`src/rtl/apb_pkg.sv`:
```
// Shared types and defaults for the APB requester.
package apb_pkg;
  localparam int APB_ADDR_W_DEF  = 32;
  localparam int APB_DATA_W_DEF  = 32;
  localparam int APB_TIMEOUT_DEF = 16;

  typedef enum logic [1:0] {IDLE, SETUP, ACCESS, RESP} apb_mst_state_e;

  typedef logic [2:0] apb_prot_t;

  localparam int PPROT_PRIV_BIT   = 0;
  localparam int PPROT_NONSEC_BIT = 1;
  localparam int PPROT_INSTR_BIT  = 2;

  // Wait counter must hold the limit itself; a disabled timeout still needs one bit.
  function automatic int cnt_width(input int limit);
    return (limit < 1) ? 1 : $clog2(limit + 1);
  endfunction
endpackage

```
`src/rtl/apb_timeout_counter.sv`:
```
// Saturating wait-state counter; expired marks the wait cycle that reaches the limit.
module apb_timeout_counter #(
  parameter int CNT_W = 5
) (
  input  logic             clk,
  input  logic             rst,
  input  logic             clear,
  input  logic             enable,
  input  logic [CNT_W-1:0] limit,
  output logic             expired
);
  logic [CNT_W-1:0] cnt;
  logic [CNT_W:0]   nxt;

  assign nxt = {1'b0, cnt} + 1'b1;
  // Look-ahead compare so the abort lands in the same cycle the count reaches the limit.
  assign expired = enable && (limit != '0) && (nxt >= {1'b0, limit});

  always_ff @(posedge clk or posedge rst) begin
    if (rst) begin
      cnt <= '0;
    end else if (clear) begin
      cnt <= '0;
    end else if (enable && (cnt != '1) && ((limit == '0) || (cnt < limit))) begin
      cnt <= cnt + 1'b1;
    end
  end
endmodule

```
`src/rtl/apb_master_ctrl.sv`:
```
// APB4 requester: one outstanding valid/ready request mapped onto SETUP/ACCESS, buffered response.
module apb_master_ctrl
  import apb_pkg::*;
#(
  parameter int APB_PADDR_WIDTH = APB_ADDR_W_DEF,
  parameter int APB_PDATA_WIDTH = APB_DATA_W_DEF,
  parameter int TIMEOUT_CYCLES  = APB_TIMEOUT_DEF
) (
  input  logic                         PCLK,
  input  logic                         PRESET,
  input  logic                         req_valid,
  output logic                         req_ready,
  input  logic                         req_write,
  input  logic [APB_PADDR_WIDTH-1:0]   req_addr,
  input  logic [APB_PDATA_WIDTH-1:0]   req_wdata,
  input  logic [APB_PDATA_WIDTH/8-1:0] req_strb,
  input  apb_prot_t                    req_prot,
  output logic                         rsp_valid,
  input  logic                         rsp_ready,
  output logic [APB_PDATA_WIDTH-1:0]   rsp_rdata,
  output logic                         rsp_err,
  output logic                         rsp_timeout,
  output logic [APB_PADDR_WIDTH-1:0]   PADDR,
  output apb_prot_t                    PPROT,
  output logic                         PSEL,
  output logic                         PENABLE,
  output logic                         PWRITE,
  output logic [APB_PDATA_WIDTH-1:0]   PWDATA,
  output logic [APB_PDATA_WIDTH/8-1:0] PSTRB,
  input  logic                         PREADY,
  input  logic [APB_PDATA_WIDTH-1:0]   PRDATA,
  input  logic                         PSLVERR
);
  localparam int CNT_W = cnt_width(TIMEOUT_CYCLES);
  localparam logic [CNT_W-1:0] LIMIT = CNT_W'(TIMEOUT_CYCLES);

  apb_mst_state_e state;
  logic           expired;

  assign req_ready = (state == IDLE);

  apb_timeout_counter #(.CNT_W(CNT_W)) u_tmo (
    .clk     (PCLK),
    .rst     (PRESET),
    .clear   (state == SETUP),
    .enable  ((state == ACCESS) && !PREADY),
    .limit   (LIMIT),
    .expired (expired)
  );

  always_ff @(posedge PCLK or posedge PRESET) begin
    if (PRESET) begin
      state       <= IDLE;
      PADDR       <= '0;
      PPROT       <= '0;
      PSEL        <= 1'b0;
      PENABLE     <= 1'b0;
      PWRITE      <= 1'b0;
      PWDATA      <= '0;
      PSTRB       <= '0;
      rsp_valid   <= 1'b0;
      rsp_rdata   <= '0;
      rsp_err     <= 1'b0;
      rsp_timeout <= 1'b0;
    end else begin
      unique case (state)
        IDLE: begin
          if (req_valid) begin
            PADDR   <= req_addr;
            PWRITE  <= req_write;
            PPROT   <= req_prot;
            // Reads never drive write data or strobes onto the bus.
            PWDATA  <= req_write ? req_wdata : '0;
            PSTRB   <= req_write ? req_strb  : '0;
            PSEL    <= 1'b1;
            PENABLE <= 1'b0;
            state   <= SETUP;
          end
        end
        SETUP: begin
          PENABLE <= 1'b1;
          state   <= ACCESS;
        end
        ACCESS: begin
          if (PREADY) begin
            rsp_rdata   <= PWRITE ? '0 : PRDATA;
            rsp_err     <= PSLVERR;
            rsp_timeout <= 1'b0;
            PSEL        <= 1'b0;
            PENABLE     <= 1'b0;
            rsp_valid   <= 1'b1;
            state       <= RESP;
          end else if (expired) begin
            rsp_rdata   <= '0;
            rsp_err     <= 1'b1;
            rsp_timeout <= 1'b1;
            PSEL        <= 1'b0;
            PENABLE     <= 1'b0;
            rsp_valid   <= 1'b1;
            state       <= RESP;
          end
        end
        RESP: begin
          if (rsp_ready) begin
            rsp_valid <= 1'b0;
            state     <= IDLE;
          end
        end
        default: state <= IDLE;
      endcase
    end
  end
endmodule

```
`config.mk`:
```
export PLATFORM = sky130hd
export DESIGN_NAME = apb_master_ctrl
export DESIGN_NICKNAME = d
export VERILOG_FILES = /design/src/rtl/apb_pkg.sv /design/src/rtl/apb_timeout_counter.sv /design/src/rtl/apb_master_ctrl.sv
export SDC_FILE = /design/constraint.sdc
export NUM_CORES = 1
export LEC_CHECK = 0
export ABC_AREA = 1
export BUFFER_PORTS_ARGS = -buffer_cell sky130_fd_sc_hd__buf_2
export CORE_ASPECT_RATIO = 1.2
export CORE_MARGIN = 5
export CORE_UTILIZATION = 47
export DETAILED_ROUTE_END_ITERATION = 16
export HOLD_SLACK_MARGIN = 0.03
export PLACE_DENSITY = 0.8
export SYNTH_ARGS = -nofsm -noshare
export SYNTH_HDL_FRONTEND = slang
export SYNTH_SLANG_ARGS = --single-unit
```
`constraint.sdc`:
```
create_clock -name PCLK -period 4.1 [get_ports PCLK]
set_input_delay 0.41 -clock PCLK [delete_from_list [all_inputs] [get_ports PCLK]]
set_output_delay 0.41 -clock PCLK [all_outputs]
set_load 0.005 [all_outputs]
```
==> summary.md, run 1 <==
| Metric | Value |
|---|---|
| Gate Count Post-Synth | 541 |
| Top cells by area, synth | dfrtp_1, nand2_1, nand4_1, o21ai_0, nand3_1 |
| Setup Viol. Count Final | 0 |
| Antenna-violating nets left | 0 |
| IO Count | 220 |
| Initial Util | 48.4% |
| Num CTS Buffers | 17 |
| Synth top cells by count | nand2_1, dfrtp_1, o21ai_0 |
| Pre-Repair DR Iteration Count | 5 |
| Clk_lat worst skew | 0.41 ns |
| Final WL | 13600 µm |
| CTS root buffer | clkbuf_16 |
| Fmax | 0.414 GHz |
| Gr usage total | 22.6% |
| Die area | 0.0125 mm² |
| Crit Path Max Fanout | 36 |
| Final clock skew | 0.00510 ns |
| Worst Setup Path Type | register to register |
| Synthesis Warnings | 0 |
| Min Tclk post-route | 2.42 ns |
| Area growth, synth to finish | 34.9% |
| Clk sinks | 116 |
| Post-Syn Area | 0.00487 mm² |
| Reg-to-Reg End | rsp_err$_DFFE_PP0P_ |
| PD cells | 773 mW/mm² |
| Clock buffer depth | 2 |
| Setup ws final | 1.68 ns |
| Post-Syn Nets | 657 |
| Post-CTS setup buffer count | 0 |
| Unrepaired setup endpoints after global routing | false |
| Crit-path cells | inv_1, ha_1, buf_4, nand2_1, nor2_1, a31oi_2 |
| CP arrival | 2.66 ns |
| CP max-delay cell | nand2_1 |
| Drc violations | 0 |
| Hold crit path type | input port to register |
| GRT Residual Overflow | 0 |
| Part of the cycle the worst path needs | 58.9% |
| HPWL Detailed | 9600 µm |
| Core box area | 0.0101 mm² |
| Fill count | 807 |
| Critical path capture point type | register |
| Nets | 865 |
| Final Wtd Congestion | 0.840 |
| Die Width | 103 µm |
| Total number of vias | 4553 |
| Setup_tns | 0 ns |
| Number of synthesized flops with an enable pin | 0 |
| IO Port Bufs | 219 |
| Largest stage delay, worst path | 0.76 ns |
| Antenna violations before repair | 1 |
| DP Area | 0.00597 mm² |
| R2r setup slk | 1.68 ns |
| Row count | 40 |
| Design Power | 5.07 mW |
| Count leader, synth | nand2_1 |
| First-pass GRT wire length | 22200 µm |
| Vias in the first global route | 4652 |
| Post-synthesis sequential area ratio | 59.7% |
| CTS tree | done |
| Top cell type's share of synthesized area | 59.7% |
| Final cell count without fillers | 889 |
| Worst Reg-to-Reg Cells | 6 |
| Distinct cells, synth | 23 |
| Number of H-tree levels | 4 |
| Hold Path Depth | 3 |
| Req. time, crit path | 4.34 ns |
| Layout cells sized above 1 | 35.0% |
| Worst Path Buf+Inv | 2 |
| DR iter-0 viols | 271 |
| Max cap viols | 0 |
| Slew HR | 21.3% |
| Status | complete, no violations |
| Hold_sp | req_addr[18] |
| Leak pwr | 3.72 nW |
| Hold worst-path end | PADDR[18]$_DFFE_PP0P_ |
| Post-CTS Hold Fix Bufs | 1 |
| Average size of a mapped cell | 8.99 µm² |
| Vias per Instance | 5.12 |
| CP startpoint kind | register |
| Design area | 0.00656 mm² |
| Top FF cell, synth | dfrtp_1 |
| FF+latch count, synth | 116 |
| Slew Viols, Final | 0 |
| Delay-heaviest family, CP | simple AND/OR/NAND/NOR gates |
| Die Y | 121 µm |
| Post-synth top area cell | dfrtp_1 |
| FFs w/ async S/R, synth | 100% |
| Clock transition at path regs | 0.05 ns |
| Routed length per instance | 15.3 µm |
| Final hold violation count | 0 |
| RR Startpoint | state[0]$_DFFE_PP0P_ |
| VDD IR-drop max | 0.393 mV |
| Cts repair resizes | 0 |
| Tightest Pin Transition | 1.18 ns |
| Inst Count DP | 855 |
| Largest net degree at the start of global routing | 66 |
| Pre-CTS WS | 1.74 ns |
-- routing by layer --
metal	part of all wire, %	global-route usage (%)
met1	38	27.5
met2	49	35.9
met3	10	7.82
met4	2.5	10.0
met5	0	0
-- kinds of logic after synthesis --
| group | synth area share, % |
|---|---|
| buf+inv | 4.94 |
| simple gates | 28.6 |
| fa+ha+maj | 1.54 |
| flops | 59.7 |
| xor+xnor | 0.180 |
| compound gates | 5.09 |
-- cells in the final DEF, fill, tap and decap left out --
master and n:
nand2_1 230, nand3_1 36, inv_4 1, buf_4 4, nand2_2 3, nor2_4 2
clkinvlp_4 2, nor2_1 8, o21ai_1 2, nand3_2 3, diode_2 1, dfrtp_1 116
clkbuf_16 17, dlygate4sd3_1 1, inv_2 2, xor2_1 1, bufinv_16 2, nand3_4 1
buf_2 219, clkbuf_8 3, clkbuf_1 2, ha_1 6, a31oi_2 1, or2_2 1
o21ai_0 40, nand4_1 36, inv_1 12, a21oi_1 5, clkinv_2 6
-- metrics by stage --
step           utilization, %  hold WS, ns
4_1_cts                  65.2        0.181
2_1_floorplan               -        0.465
6_report                 65.2        0.196
3_3_place_gp             59.4        0.419
3_5_place_dp             59.4        0.443
5_1_grt                  65.2        0.189
-- how the worst max path moves through the flow --
stage,from,slack [ns],end,depth (start not counted)
after floorplan,PRESET,0.62,PADDR[0]$_DFFE_PP0P_,1
after CTS,state[0]$_DFFE_PP0P_,1.72,rsp_err$_DFFE_PP0P_,6
after global routing,state[0]$_DFFE_PP0P_,1.51,rsp_err$_DFFE_PP0P_,6
after global placement,PREADY,1.80,rsp_err$_DFFE_PP0P_,4
final,state[0]$_DFFE_PP0P_,1.68,rsp_err$_DFFE_PP0P_,6
after detailed placement,PREADY,1.74,rsp_err$_DFFE_PP0P_,4
-- area by class of cell --
| type | count | area, µm² | area share (%) |
|---|---|---|---|
| Clock inverter | 10 | 105 | 1.60 |
| Multi-Input combinational cell | 375 | 1730 | 26.3 |
| Timing Repair Buffer | 224 | 1140 | 17.3 |
| Inverter | 15 | 58.8 | 0.896 |
| Clock buffer | 22 | 474 | 7.23 |
| Sequential cell | 116 | 2900 | 44.2 |
| Antenna cell | 1 | 2.50 | 0.0381 |
| Tap cell | 126 | 158 | 2.40 |
-- worst reg2reg max path, stage by stage, from the launching register on --
cell and delay [ns]:
dfrtp_1 0.42, inv_1 0.12, ha_1 0.15, buf_4 0.33
nand2_1 0.78, nor2_1 0.39, a31oi_2 0.06
-- flip-flops by register name, summed over array words and instances, names as in the netlist --
register / flops
PADDR: 32
PWDATA: 32
rsp_rdata: 32
u_tmo.cnt: 5
PSTRB: 4
PPROT: 3
state: 2
PENABLE: 1
PSEL: 1
PWRITE: 1
rsp_err: 1
rsp_timeout: 1
rsp_valid: 1
-- power breakdown --
part | switching (mW) | total [mW] | internal (mW) | leakage, nW
clock network | 0.507 | 1.44 | 0.935 | 0.285
logic | 0.956 | 1.66 | 0.700 | 1.95
registers | 0.304 | 1.97 | 1.67 | 1.49
total | 1.77 | 5.07 | 3.30 | 3.72
Note: power is estimated with default switching activity, not from simulation.
==> run 2: changes to the inputs <==
clock period = 2.5 ns   (was 4.1 ns; I/O delays follow)
==> run 2 against run 1 <==
Global-route usage up 0.49 points; clock skew increased by 0.0043 ns; routed wire length up 2.9%; design area is 3.3% higher; first-iteration DRC count decreased by 24%; critical path depth up 1; via count up 0.22%; register-to-register slack worse by 0.98 ns; sequential share of layout area down 1.4 points; sequential cell count did not move; clock power increased by 79%.
==> summary.md, run 2 (same netlist as run 1, synthesis figures left out) <==
| Metric | Value |
|---|---|
| Status | complete, no violations |
| Num CTS Buffers | 17 (unchanged) |
| CTS root buffer | clkbuf_16 |
| First-pass GRT wire length | 22700 µm (+2.4%) |
| Die Y | 121 µm (unchanged) |
| Slew Viols, Final | 0 (unchanged) |
| VDD IR-drop max | 0.804 mV (+100%) |
| Clock buffer depth | 2 (unchanged) |
| IO Count | 220 (unchanged) |
| Worst Path Buf+Inv | 3 (+1) |
| Leak pwr | 3.80 nW (+2.1%) |
| Biggest regs | PADDR x32, PWDATA x32, rsp_rdata x32 |
| CP most frequent cell | buf_4 |
| Antenna-violating nets left | 0 (unchanged) |
| GRT Residual Overflow | 0 (unchanged) |
| Clock transition at path regs | 0.05 ns (about the same) |
| Min Tclk post-route | 1.80 ns (-0.618 ns) |
| Total number of vias | 4563 (+0.22%) |
| Fmax | 0.556 GHz (+34%) |
| Die Width | 103 µm (unchanged) |
| Cts repair resizes | 0 (unchanged) |
| Clk_lat worst skew | 0.41 ns (about the same) |
| CTS tree | done |
| Vias per Instance | 5.06 (-1.2%) |
| Largest stage delay, worst path | 0.41 ns (-0.35 ns) |
| Crit Path Max Fanout | 35 (-2.8%) |
| Area growth, synth to finish | 39.3% |
| Slew HR | 34.7% (+13 points) |
| Antenna violations before repair | 1 (unchanged) |
| Setup Viol. Count Final | 0 (unchanged) |
| DR iter-0 viols | 205 (-24%) |
| Tightest Pin Transition | 0.978 ns (-0.200 ns) |
| Final clock skew | 0.00938 ns (+0.00428 ns) |
| Setup ws final | 0.702 ns (-0.982 ns) |
| Crit-path cells | inv_1, ha_1, buf_4, nand2_1, buf_4, nor2_1, a31oi_2 |
| PD cells | 1270 mW/mm² (+64%) |
| Part of the cycle the worst path needs | 71.9% (+13 points) |
| Delay-heaviest family, CP | buffers and inverters |
| CP max-delay cell | dfrtp_1 |
| CP arrival | 2.06 ns (-0.60 ns) |
| Core box area | 0.0101 mm² (unchanged) |
| Req. time, crit path | 2.76 ns (-1.58 ns) |
| Row count | 40 (unchanged) |
| Final hold violation count | 0 (unchanged) |
| Unrepaired setup endpoints after global routing | false |
| Critical path depth | 7 (+1) |
| Gr usage total | 23.1% (+0.49 points) |
| IO Port Bufs | 219 (unchanged) |
| Nets | 878 (+1.5%) |
| Pre-CTS WS | 0.719 ns (-1.03 ns) |
| Vias in the first global route | 4677 (+0.54%) |
| Initial Util | 48.4% (unchanged) |
| Most frequent cells in the layout | nand2_1, buf_2, dfrtp_1, o21ai_0 |
| Largest net degree at the start of global routing | 117 (+77%) |
| Routed length per instance | 15.6 µm (+1.4%) |
| Critical path capture point type | register |
| HPWL Detailed | 9540 µm (-0.55%) |
| Max cap viols | 0 (unchanged) |
| Final Wtd Congestion | 0.838 (-0.25%) |
| Layout cells sized above 1 | 34.8% (-0.20 points) |
| Hold crit path type | input port to async pin |
| Final WL | 14000 µm (+2.9%) |
| Die area | 0.0125 mm² (unchanged) |
| RR Startpoint | state[0]$_DFFE_PP0P_ |
| Worst Setup Path Type | register to register |
| Drc violations | 0 (unchanged) |
| Worst setup startpoint | state[0]$_DFFE_PP0P_ |
| Crit path capture | rsp_err$_DFFE_PP0P_ |
| Commonest non-fill, non-tap cell in the layout | nand2_1 |
| Setup_tns | 0 ns (unchanged) |
| Reg-to-Reg End | rsp_err$_DFFE_PP0P_ |
| Worst Reg-to-Reg Cells | 7 (+1) |
| R2r setup slk | 0.70 ns (-0.98 ns) |
| Pre-Repair DR Iteration Count | 6 (+1) |
| Clk sinks | 116 (unchanged) |
| Number of H-tree levels | 4 (unchanged) |
| CP startpoint kind | register |
==> run 2: changes by cell type in the layout (fill, tap and decap cells not counted), sizes merged <==
cell         previous run  this run
clkinv                  6         4
clkbuf                 22        19
inv                    15        14
buf                   223       224
dlygate4sd3             1        13
clkinvlp                2         6
bufinv                  2         4
==> run 2: final cells by class <==
type,instances,area (µm²)
diodes,1,2.50
clock buffers,19,453
clock inverters,13,181
fillers,787,3280
inverters,15,60.1
multi-input cells,375,1730
flip-flops and latches,116,2900
well taps,126,158
repair buffers,237,1290
==> run 2: worst reg2reg max path, cell delays in order, from the launching register on <==
cell and delay (ns):
dfrtp_1 0.41, inv_1 0.12, ha_1 0.21, buf_4 0.34, nand2_1 0.10, buf_4 0.26, nor2_1 0.16, a31oi_2 0.05
==> run 2: what timing repair did <==
item / 4_1_cts / 5_1_grt
hold buffers: 12 / 1
endpoints found under the hold margin: 12 / 1
setup endpoints to repair: 0 / 0
setup buffers: 0 / 0
==> run 2: per-layer routing <==
layer	up-vias	part of all wire, %	GRT usage, %
met5	-	0	0
met3	30	9.2	7.59
met1	2122	39	28.7
met2	208	49	36.8
li1	2203	-	-
met4	0	2.4	9.39
==> run 2: metrics by stage <==
stage / instance area, µm² / std cells / power [mW] / util (%) / hold slack, ns
after floorplan: 4870 / 541 / 4.66 / - / 0.360
after global placement: 6010 / 856 / 5.88 / 59.7 / 0.443
after detailed placement: 6010 / 856 / 6.04 / 59.7 / 0.446
after CTS: 6760 / 900 / 8.68 / 67.2 / 0.0302
after global routing: 6780 / 902 / 9.26 / 67.4 / 0.0301
final: 6780 / 902 / 8.60 / 67.4 / 0.0155
==> run 2: worst min path at each step <==
| stage | start | to | slack, ns | depth (start not counted) |
|---|---|---|---|---|
| 3_3_place_gp | req_addr[15] | PADDR[15]$_DFFE_PP0P_ | 0.44 | 3 |
| 2_1_floorplan | req_addr[0] | PADDR[0]$_DFFE_PP0P_ | 0.36 | 2 |
| 4_1_cts | req_addr[27] | PADDR[27]$_DFFE_PP0P_ | 0.03 | 3 |
| 3_5_place_dp | req_addr[1] | PADDR[1]$_DFFE_PP0P_ | 0.45 | 3 |
| 6_report | PRESET | PWDATA[15]$_DFFE_PP0P_ | 0.02 | 3 |
| 5_1_grt | req_addr[4] | PADDR[4]$_DFFE_PP0P_ | 0.03 | 3 |
==> run 2: power by group <==
| part | switching (mW) | internal [mW] |
|---|---|---|
| Sequential | 0.494 | 2.73 |
| Clock | 0.864 | 1.71 |
| Combinational | 1.61 | 1.19 |
